### config.mk
export PLATFORM = sky130hd
export DESIGN_NAME = uart_tx_fifo_flat
export DESIGN_NICKNAME = d
export VERILOG_FILES = /design/src/rtl/uart_tx_fifo_if.sv /design/src/rtl/uart_tx_fifo.sv /design/src/flat_wrapper.sv
export SDC_FILE = /design/constraint.sdc
export NUM_CORES = 1
export LEC_CHECK = 0
export BUFFER_PORTS_ARGS = -buffer_cell sky130_fd_sc_hd__buf_2
export CORE_AREA = 2 2 114 116
export CTS_CLUSTER_SIZE = 12
export DETAILED_ROUTE_END_ITERATION = 6
export DIE_AREA = 0 0 116 118
export MAX_ROUTING_LAYER = met4
export PLACE_DENSITY = 0.71
export SLEW_MARGIN = 0
export SYNTH_ARGS = -nofsm -noshare
export SYNTH_HDL_FRONTEND = slang
export SYNTH_SLANG_ARGS = --single-unit
### constraint.sdc
create_clock -name clock -period 2.9 [get_ports clock]
set_input_delay 0.145 -clock clock [delete_from_list [all_inputs] [get_ports clock]]
set_output_delay 0.145 -clock clock [all_outputs]
set_load 0.1 [all_outputs]
### src/rtl/uart_tx_fifo_if.sv
// Host write port, status flags and uart handshake of the transmit FIFO.
// slave is the FIFO's view; master is the host/uart side driving it.
interface uart_tx_fifo_if #(
  parameter int ADDR_W = 4
);
  logic [7:0]      wr_data;
  logic            wr_en;
  logic            clr_flags;
  logic            full;
  logic            empty;
  logic [ADDR_W:0] count;
  logic            overflow;
  logic            ack_timeout;
  logic [7:0]      send_data;
  logic            start;
  logic            busy;

  modport slave (
    input  wr_data, wr_en, clr_flags, busy,
    output full, empty, count, overflow, ack_timeout, send_data, start
  );

  modport master (
    output wr_data, wr_en, clr_flags, busy,
    input  full, empty, count, overflow, ack_timeout, send_data, start
  );
endinterface

### src/rtl/uart_tx_fifo.sv
// Transmit FIFO in front of the uart: buffers host bytes in a circular store
// and hands them out one at a time over the send_data/start/busy handshake.
module uart_tx_fifo #(
  parameter int ADDR_W      = 4,
  parameter int ACK_TIMEOUT = 8
) (
  input  logic          clock,
  input  logic          reset,
  uart_tx_fifo_if.slave bus
);
  localparam int              DEPTH      = 2 ** ADDR_W;
  localparam logic [ADDR_W:0] DEPTH_CNT  = (ADDR_W + 1)'(DEPTH);
  localparam logic [7:0]      TIMER_LAST = 8'(ACK_TIMEOUT - 1);

  typedef enum logic [1:0] {IDLE, WAIT_ACK, WAIT_DONE} state_t;

  state_t            state_reg, state_next;
  logic [7:0]        mem [DEPTH];
  logic [ADDR_W-1:0] rd_ptr_reg, wr_ptr_reg;
  logic [ADDR_W:0]   count_reg;
  logic [7:0]        timer_reg, timer_next;
  logic [7:0]        send_data_reg;
  logic              start_reg, overflow_reg, ack_timeout_reg;
  logic              full, empty, pop, push, drop, timeout_hit;

  assign full  = (count_reg == DEPTH_CNT);
  assign empty = (count_reg == '0);
  // A pop in the same cycle frees a slot, so a write while full still lands.
  assign push  = bus.wr_en && (!full || pop);
  assign drop  = bus.wr_en && !push;

  always_comb begin
    state_next  = state_reg;
    timer_next  = timer_reg;
    pop         = 1'b0;
    timeout_hit = 1'b0;
    unique case (state_reg)
      IDLE: begin
        if (!empty && !bus.busy) begin
          pop        = 1'b1;
          timer_next = '0;
          state_next = WAIT_ACK;
        end
      end
      WAIT_ACK: begin
        if (bus.busy) begin
          state_next = WAIT_DONE;
        end else if (timer_reg == TIMER_LAST) begin
          // The byte is treated as consumed; it is not retried.
          timeout_hit = 1'b1;
          state_next  = IDLE;
        end else begin
          timer_next = timer_reg + 8'd1;
        end
      end
      WAIT_DONE: begin
        if (!bus.busy) state_next = IDLE;
      end
      default: state_next = IDLE;
    endcase
  end

  always_ff @(posedge clock or negedge reset) begin
    if (!reset) begin
      state_reg       <= IDLE;
      timer_reg       <= '0;
      rd_ptr_reg      <= '0;
      wr_ptr_reg      <= '0;
      count_reg       <= '0;
      send_data_reg   <= 8'h00;
      start_reg       <= 1'b0;
      overflow_reg    <= 1'b0;
      ack_timeout_reg <= 1'b0;
    end else begin
      state_reg <= state_next;
      timer_reg <= timer_next;
      start_reg <= pop;
      if (pop) begin
        send_data_reg <= mem[rd_ptr_reg];
        rd_ptr_reg    <= rd_ptr_reg + ADDR_W'(1);
      end
      if (push) wr_ptr_reg <= wr_ptr_reg + ADDR_W'(1);
      if (push && !pop)      count_reg <= count_reg + (ADDR_W + 1)'(1);
      else if (pop && !push) count_reg <= count_reg - (ADDR_W + 1)'(1);
      // Set beats clear when both happen on the same edge.
      overflow_reg    <= drop || (overflow_reg && !bus.clr_flags);
      ack_timeout_reg <= timeout_hit || (ack_timeout_reg && !bus.clr_flags);
    end
  end

  // Storage has no reset so it maps onto block RAM; read is the registered send_data.
  always_ff @(posedge clock) begin
    if (push) mem[wr_ptr_reg] <= bus.wr_data;
  end

  assign bus.full        = full;
  assign bus.empty       = empty;
  assign bus.count       = count_reg;
  assign bus.overflow    = overflow_reg;
  assign bus.ack_timeout = ack_timeout_reg;
  assign bus.send_data   = send_data_reg;
  assign bus.start       = start_reg;
endmodule

### src/flat_wrapper.sv
// flat-port wrapper written by rule: the top's interface ports become plain ports
module uart_tx_fifo_flat 
#(
  parameter int ADDR_W      = 4,
  parameter int ACK_TIMEOUT = 8
)
  (clock, reset, bus_wr_data, bus_wr_en, bus_clr_flags, bus_busy, bus_full, bus_empty, bus_count, bus_overflow, bus_ack_timeout, bus_send_data, bus_start);
  uart_tx_fifo_if #(.ADDR_W(ADDR_W)) bus_i ();
  input  logic clock;
  input  logic reset;
  input wire logic [$bits(bus_i.wr_data)-1:0] bus_wr_data;
  input wire logic [$bits(bus_i.wr_en)-1:0] bus_wr_en;
  input wire logic [$bits(bus_i.clr_flags)-1:0] bus_clr_flags;
  input wire logic [$bits(bus_i.busy)-1:0] bus_busy;
  output wire logic [$bits(bus_i.full)-1:0] bus_full;
  output wire logic [$bits(bus_i.empty)-1:0] bus_empty;
  output wire logic [$bits(bus_i.count)-1:0] bus_count;
  output wire logic [$bits(bus_i.overflow)-1:0] bus_overflow;
  output wire logic [$bits(bus_i.ack_timeout)-1:0] bus_ack_timeout;
  output wire logic [$bits(bus_i.send_data)-1:0] bus_send_data;
  output wire logic [$bits(bus_i.start)-1:0] bus_start;
  assign bus_i.wr_data = bus_wr_data;
  assign bus_i.wr_en = bus_wr_en;
  assign bus_i.clr_flags = bus_clr_flags;
  assign bus_i.busy = bus_busy;
  assign bus_full = bus_i.full;
  assign bus_empty = bus_i.empty;
  assign bus_count = bus_i.count;
  assign bus_overflow = bus_i.overflow;
  assign bus_ack_timeout = bus_i.ack_timeout;
  assign bus_send_data = bus_i.send_data;
  assign bus_start = bus_i.start;
  uart_tx_fifo #(.ADDR_W(ADDR_W), .ACK_TIMEOUT(ACK_TIMEOUT)) u_core (.clock(clock), .reset(reset), .bus(bus_i));
endmodule
# Yosys cells after proc, flatten, opt, wreduce, memory -nomap -nowiden
# Memories as Yosys holds them, arrays and structs flattened. A register that Yosys moved wholly into a read port is not among the register bits.
# Cells that the tools add are included.
classes:
  n_addsub: 5
  eq_ne: 9
  mux: 18
  n_reduce_logical: 23
ops:
  columns: ["operator", "n"]
  rows:
  - ["8-bit 2-to-1 mux", 3]
  - ["8-bit case mux with 2 select lines", 1]
  - ["5-bit 2-to-1 mux", 2]
  - ["4-bit by 1-bit adder with 4-bit output, second input constant", 2]
  - ["8-bit by 1-bit adder with 8-bit output, second input constant", 1]
  - ["8-bit by 3-bit equality test with 1-bit output, second input constant", 1]
  - ["2-bit 2-to-1 mux", 4]
  - ["1-bit logical AND", 7]
  - ["1-bit logical NOT", 7]
  - ["1-bit 2-to-1 mux", 7]
  - ["2-bit inequality test, second input constant", 3]
  - ["2-bit case mux with 3 select lines", 1]
  - ["5-bit by 1-bit adder with 5-bit output, second input constant", 1]
  - ["5-bit equality test, second input constant", 1]
  - ["5-bit logical NOT", 1]
  - ["5-bit by 1-bit subtractor with 5-bit output, second input constant", 1]
  - ["4-bit AND reduction", 1]
  - ["2-bit nonzero test", 2]
  - ["1-bit logical OR", 3]
  - ["3-bit by 2-bit inequality test with 1-bit output, second input constant", 1]
  - ["3-bit AND reduction", 1]
  - ["2-bit by 1-bit equality test with 1-bit output, second input constant", 1]
  - ["2-bit equality test, second input constant", 1]
  - ["2-bit logical NOT", 1]
  - ["2-bit by 1-bit inequality test with 1-bit output, second input constant", 1]
word_totals:
  reg_bits: 26
  mem_bits_rw: 128
  in_bits: 13
  output_inout_bits: 18
  n_memories: 1
mem_list:
  columns: ["memory", "words", "width", "read_ports", "rd_clocked_by_memory_dff", "wr", "line", "source"]
  rows:
  - ["u_core.mem", 16, 8, 1, 1, 1, "uart_tx_fifo.sv:18", "logic [7:0] mem [DEPTH];"]

# Logic depth before layout (Yosys ltp)
logic_depth:
  word_depth: 11
  ltp_mapped: 10

# Worst setup path before layout
# Ideal clock, no wire load.
synth_timing:
  path_kind: "register -> register"
  startpoint: "reg u_core.count_reg[1] (netlist: u_core.bus.count[1])"
  endpoint: "reg u_core.count_reg[4] (netlist: u_core.bus.count[4])"
  setup_time_ns: 0.165
  arrival_ns: 3.199
  slack_ns: -0.464
  path_stages_with_launch: 11
  path_buffers: 1
  period_less_slack_ns: 3.364
  path_cell_list: "dfrtp_1 > or4_4 > o21ai_4 > buf_2 > ha_1 > inv_1 > fa_1 > a21o_1 > a21oi_1 > mux2i_1 > xnor2_1"
synth_via:
  elab_chain_cells: 10
  elab_cells_between_ends: 18
  classes_between: "add/sub: 2; eq/ne: 1; mux: 4; reduce/logical: 11"
synth_lines:
  columns: ["item", "line", "source"]
  rows:
  - ["from (decl)", "uart_tx_fifo.sv:20", "logic [ADDR_W:0] count_reg;"]
  - ["from (signal assigned)", "uart_tx_fifo.sv:83", "if (push && !pop) count_reg <= count_reg + (ADDR_W + 1)'(1);"]
  - ["from (signal assigned)", "uart_tx_fifo.sv:84", "else if (pop && !push) count_reg <= count_reg - (ADDR_W + 1)'(1);"]
  - ["5-bit logical NOT", "uart_tx_fifo.sv:27", "assign empty = (count_reg == '0);"]
  - ["1-bit logical NOT", "uart_tx_fifo.sv:39", "if (!empty && !bus.busy) begin"]
  - ["1-bit logical AND", "uart_tx_fifo.sv:39", null]
  - ["1-bit 2-to-1 mux", "uart_tx_fifo.sv:39", null]
  - ["1-bit 2-to-1 mux", "uart_tx_fifo.sv:37", "unique case (state_reg)"]
  - ["1-bit logical OR", "uart_tx_fifo.sv:29", "assign push = bus.wr_en && (!full || pop);"]
  - ["1-bit logical AND", "uart_tx_fifo.sv:29", null]
  - ["1-bit logical NOT", "uart_tx_fifo.sv:84", null]
  - ["1-bit logical AND", "uart_tx_fifo.sv:84", null]
  - ["2-bit nonzero test (no source line)", null, null]
# Parallel ways exist; a longest one is shown, timed or not. The select of a mux whose other input is x is not followed.
# A chain may end at the register's enable or synchronous reset.

# Worst setup path in the final report
layout_timing:
  startpoint: "reg u_core.count_reg[0] (netlist: u_core.bus.count[0])"
  endpoint: "reg u_core.count_reg[4] (netlist: u_core.bus.count[4])"
# Same word-level chain as after synthesis.

==> flow_metrics.tcl <==
set metrics [dict create \
    hold_path_class "input pin to register" \
    worst_pin_slew_ps 867 \
    cp_data_arrival_time_ps 2940 \
    num_vias 3468 \
    path_max_fanout 6 \
    power_leakage_nw 2.79 \
    crit_chain "or4_4 -> o21ai_4 -> ha_4 -> inv_2 -> fa_2 -> a21o_1 -> a21oi_2 -> mux2i_1 -> xnor2_1" \
    hold_viol 0 \
    cts.reportedPaths.clkPinSlew_ps 60 \
    end_kind "register" \
    die_area_um2 13700 \
    final_util_pct 61.9 \
    synthArstFlopShare_pct 21.0 \
    initial_utilization_pct 54.0 \
    drt_iter0_markers 261 \
    vdd_drop_max_mv 0.526 \
    drv_cap 0 \
    stdcell_count 602 \
    finalWirelength_mm 12.7 \
    viasPerCell 5.76 \
    grt_antenna_before_repair 0 \
    syn_area_per_cell_um2 18.1 \
    power_per_cell_area_nw_per_um2 1080 \
    holdWs_ps 43.2 \
    ys.flop_type "edfxtp_1" \
    fin_nets 442 \
    rsz0062_at_grt "no" \
    antenna_left 0 \
    area_growth_pct 14.7 \
    cts_tree "built" \
    clock.fmax_mhz 385 \
    place.gp.congestion 0.820 \
    yosysTopAreaCellShare_pct 57.4 \
    route.detailed.drc 0 \
    syn-cell-area_um2 6700 \
    synthDistinctLibCells 51 \
    path_class "register to register" \
    rows 41 \
    largest_reg_flops 128 \
    slew_violations 0 \
    synth_common_cells "edfxtp_1, dfrtp_1, mux4_2, nand2_1, and2_1" \
    track_usage_pct 20.6 \
    die_y_um 118 \
    setup_violations 0 \
    n_antenna_cell 0 \
    grt_pass1_vias 3422 \
    slew_headroom_pct 42.2 \
    syn_nets 395 \
    fin_skew_ps 5.96 \
    die_w_um 116 \
    ys_ff_latch 162 \
    grt.overflow.total 0 \
    netlist_instances 371 \
    cts_max_level 4 \
    critPathBufInv 1 \
    grt_max_degree 35 \
    postPlaceCellArea_um2 7090 \
    grt_pass1_wl_mm 19.7 \
    synth_area_leaders "edfxtp_1, dfrtp_1, mux4_2, mux4_1, ha_1" \
    cp.required_ps 3240 \
    min_period_over_period_pct 89.6 \
    cts_sinks 162 \
    wl_per_cell_um 21.1 \
    core_area_um2 12400 \
    ys_warn_count 0 \
    dp_hpwl_mm 8.12 \
    synth.most_common_cell "edfxtp_1" \
    numCtsBuffers 17 \
    cts_buffer_depth 2 \
    status "finished clean" \
    critical-path-slowest-cell "or4_4" \
    min_period_ps 2600 \
    seq_area_frac_synth_pct 70.1 \
    worst_skew_pair.late_latency_ps 420 \
    synth_enable_flop_cells 128 \
    fin_area_um2 7690 \
    root_buffer "clkbuf_16" \
    drive_gt1_share_pct 24.0 \
    cp_slowest_stage_delay_ps 570 \
    dp.cells 568 \
    place.port_buffers 30 \
    yosys.area.top_type "edfxtp_1" \
    design.portCount 31 \
    drt_pass1_iterations 6 \
    critPathTopFamily "simple AND/OR/NAND/NOR gates" \
    worst_setup_path_start_kind "register" \
]
-- area by class of cell --
class,instances,area [µm²]
flip-flops and latches,162,4710
clock buffers,19,433
well taps,172,215
repair buffers,44,275
clock inverters,12,140
fillers,896,4720
inverters,10,37.5
multi-input cells,183,1880
-- worst paths after layout --
path                                          start  cells past startpoint  slack (ps)                endpoint
worst max-delay path            u_core.bus.count[0]                      9         300     u_core.bus.count[4]
worst min-delay path                  bus_clr_flags                      3          40  u_core.bus.ack_timeout
worst max register to register  u_core.bus.count[0]                      9         300     u_core.bus.count[4]
worst min register to register  u_core.timer_reg[7]                      1         480     u_core.timer_reg[7]
max in group asynchronous                     reset                      2        1950     u_core.bus.count[0]
min in group asynchronous                     reset                      2         370     u_core.timer_reg[3]
-- repair_timing --
item	CTS	global route
setup buffers	0	0
endpoints found under the setup margin	0	0
hold buffers	3	0
gates resized for setup	0	0
hold endpoints to repair	36	0
-- logic make-up after synthesis --
family | count (synthesis) | share of synthesized area (%)
multiplexers | 44 | 13.0
buffers and inverters | 26 | 2.13
flip-flops | 162 | 70.1
XOR/XNOR | 12 | 1.57
AO/OA/AOI/OAI | 46 | 5.27
adder cells (fa/ha/maj) | 11 | 2.17
AND/OR/NAND/NOR | 70 | 5.81
-- worst reg2reg max path: stages (launching register included) --
cell and delay [ps]:
dfrtp_4 520, or4_4 570, o21ai_4 190, ha_4 150, inv_2 60, fa_2 360
a21o_1 180, a21oi_2 140, mux2i_1 220, xnor2_1 130
-- per-stage QoR --
step                      worst slack [ps]  power [mW]  setup TNS, ps
after floorplan                      -12.7        5.54          -12.7
after global placement                 352        6.11              0
after detailed placement               307        6.19              0
after CTS                              280        8.38              0
after global routing                   107        8.72              0
final                                  303        8.32              0
-- layout by cell type, fill, tap and decap left out, types with 11 or more instances in the layout --
master     count
nor2_1        11
and2_1        13
nand2_1       14
edfxtp_1     128
buf_2         30
mux2i_1       11
clkbuf_16     17
a21oi_1       11
mux4_2        24
dfrtp_1       29
-- routing by layer --
layer	track usage, %	part of all wire, %	routed length, µm	vias to the layer above
li1	-	-	-	1560
met1	27.9	43	5500	1771
met2	31.3	50	6370	125
met3	5.05	5.6	708	12
met4	6.47	1.1	144	0
met5	-	0	0	-
-- report_power, final --
part	switching [mW]	internal (mW)	total [mW]
clock	0.848	1.33	2.18
sequential	0.373	2.90	3.27
combinational	1.78	1.09	2.87
No activity file was read; power rests on OpenSTA's default activity.
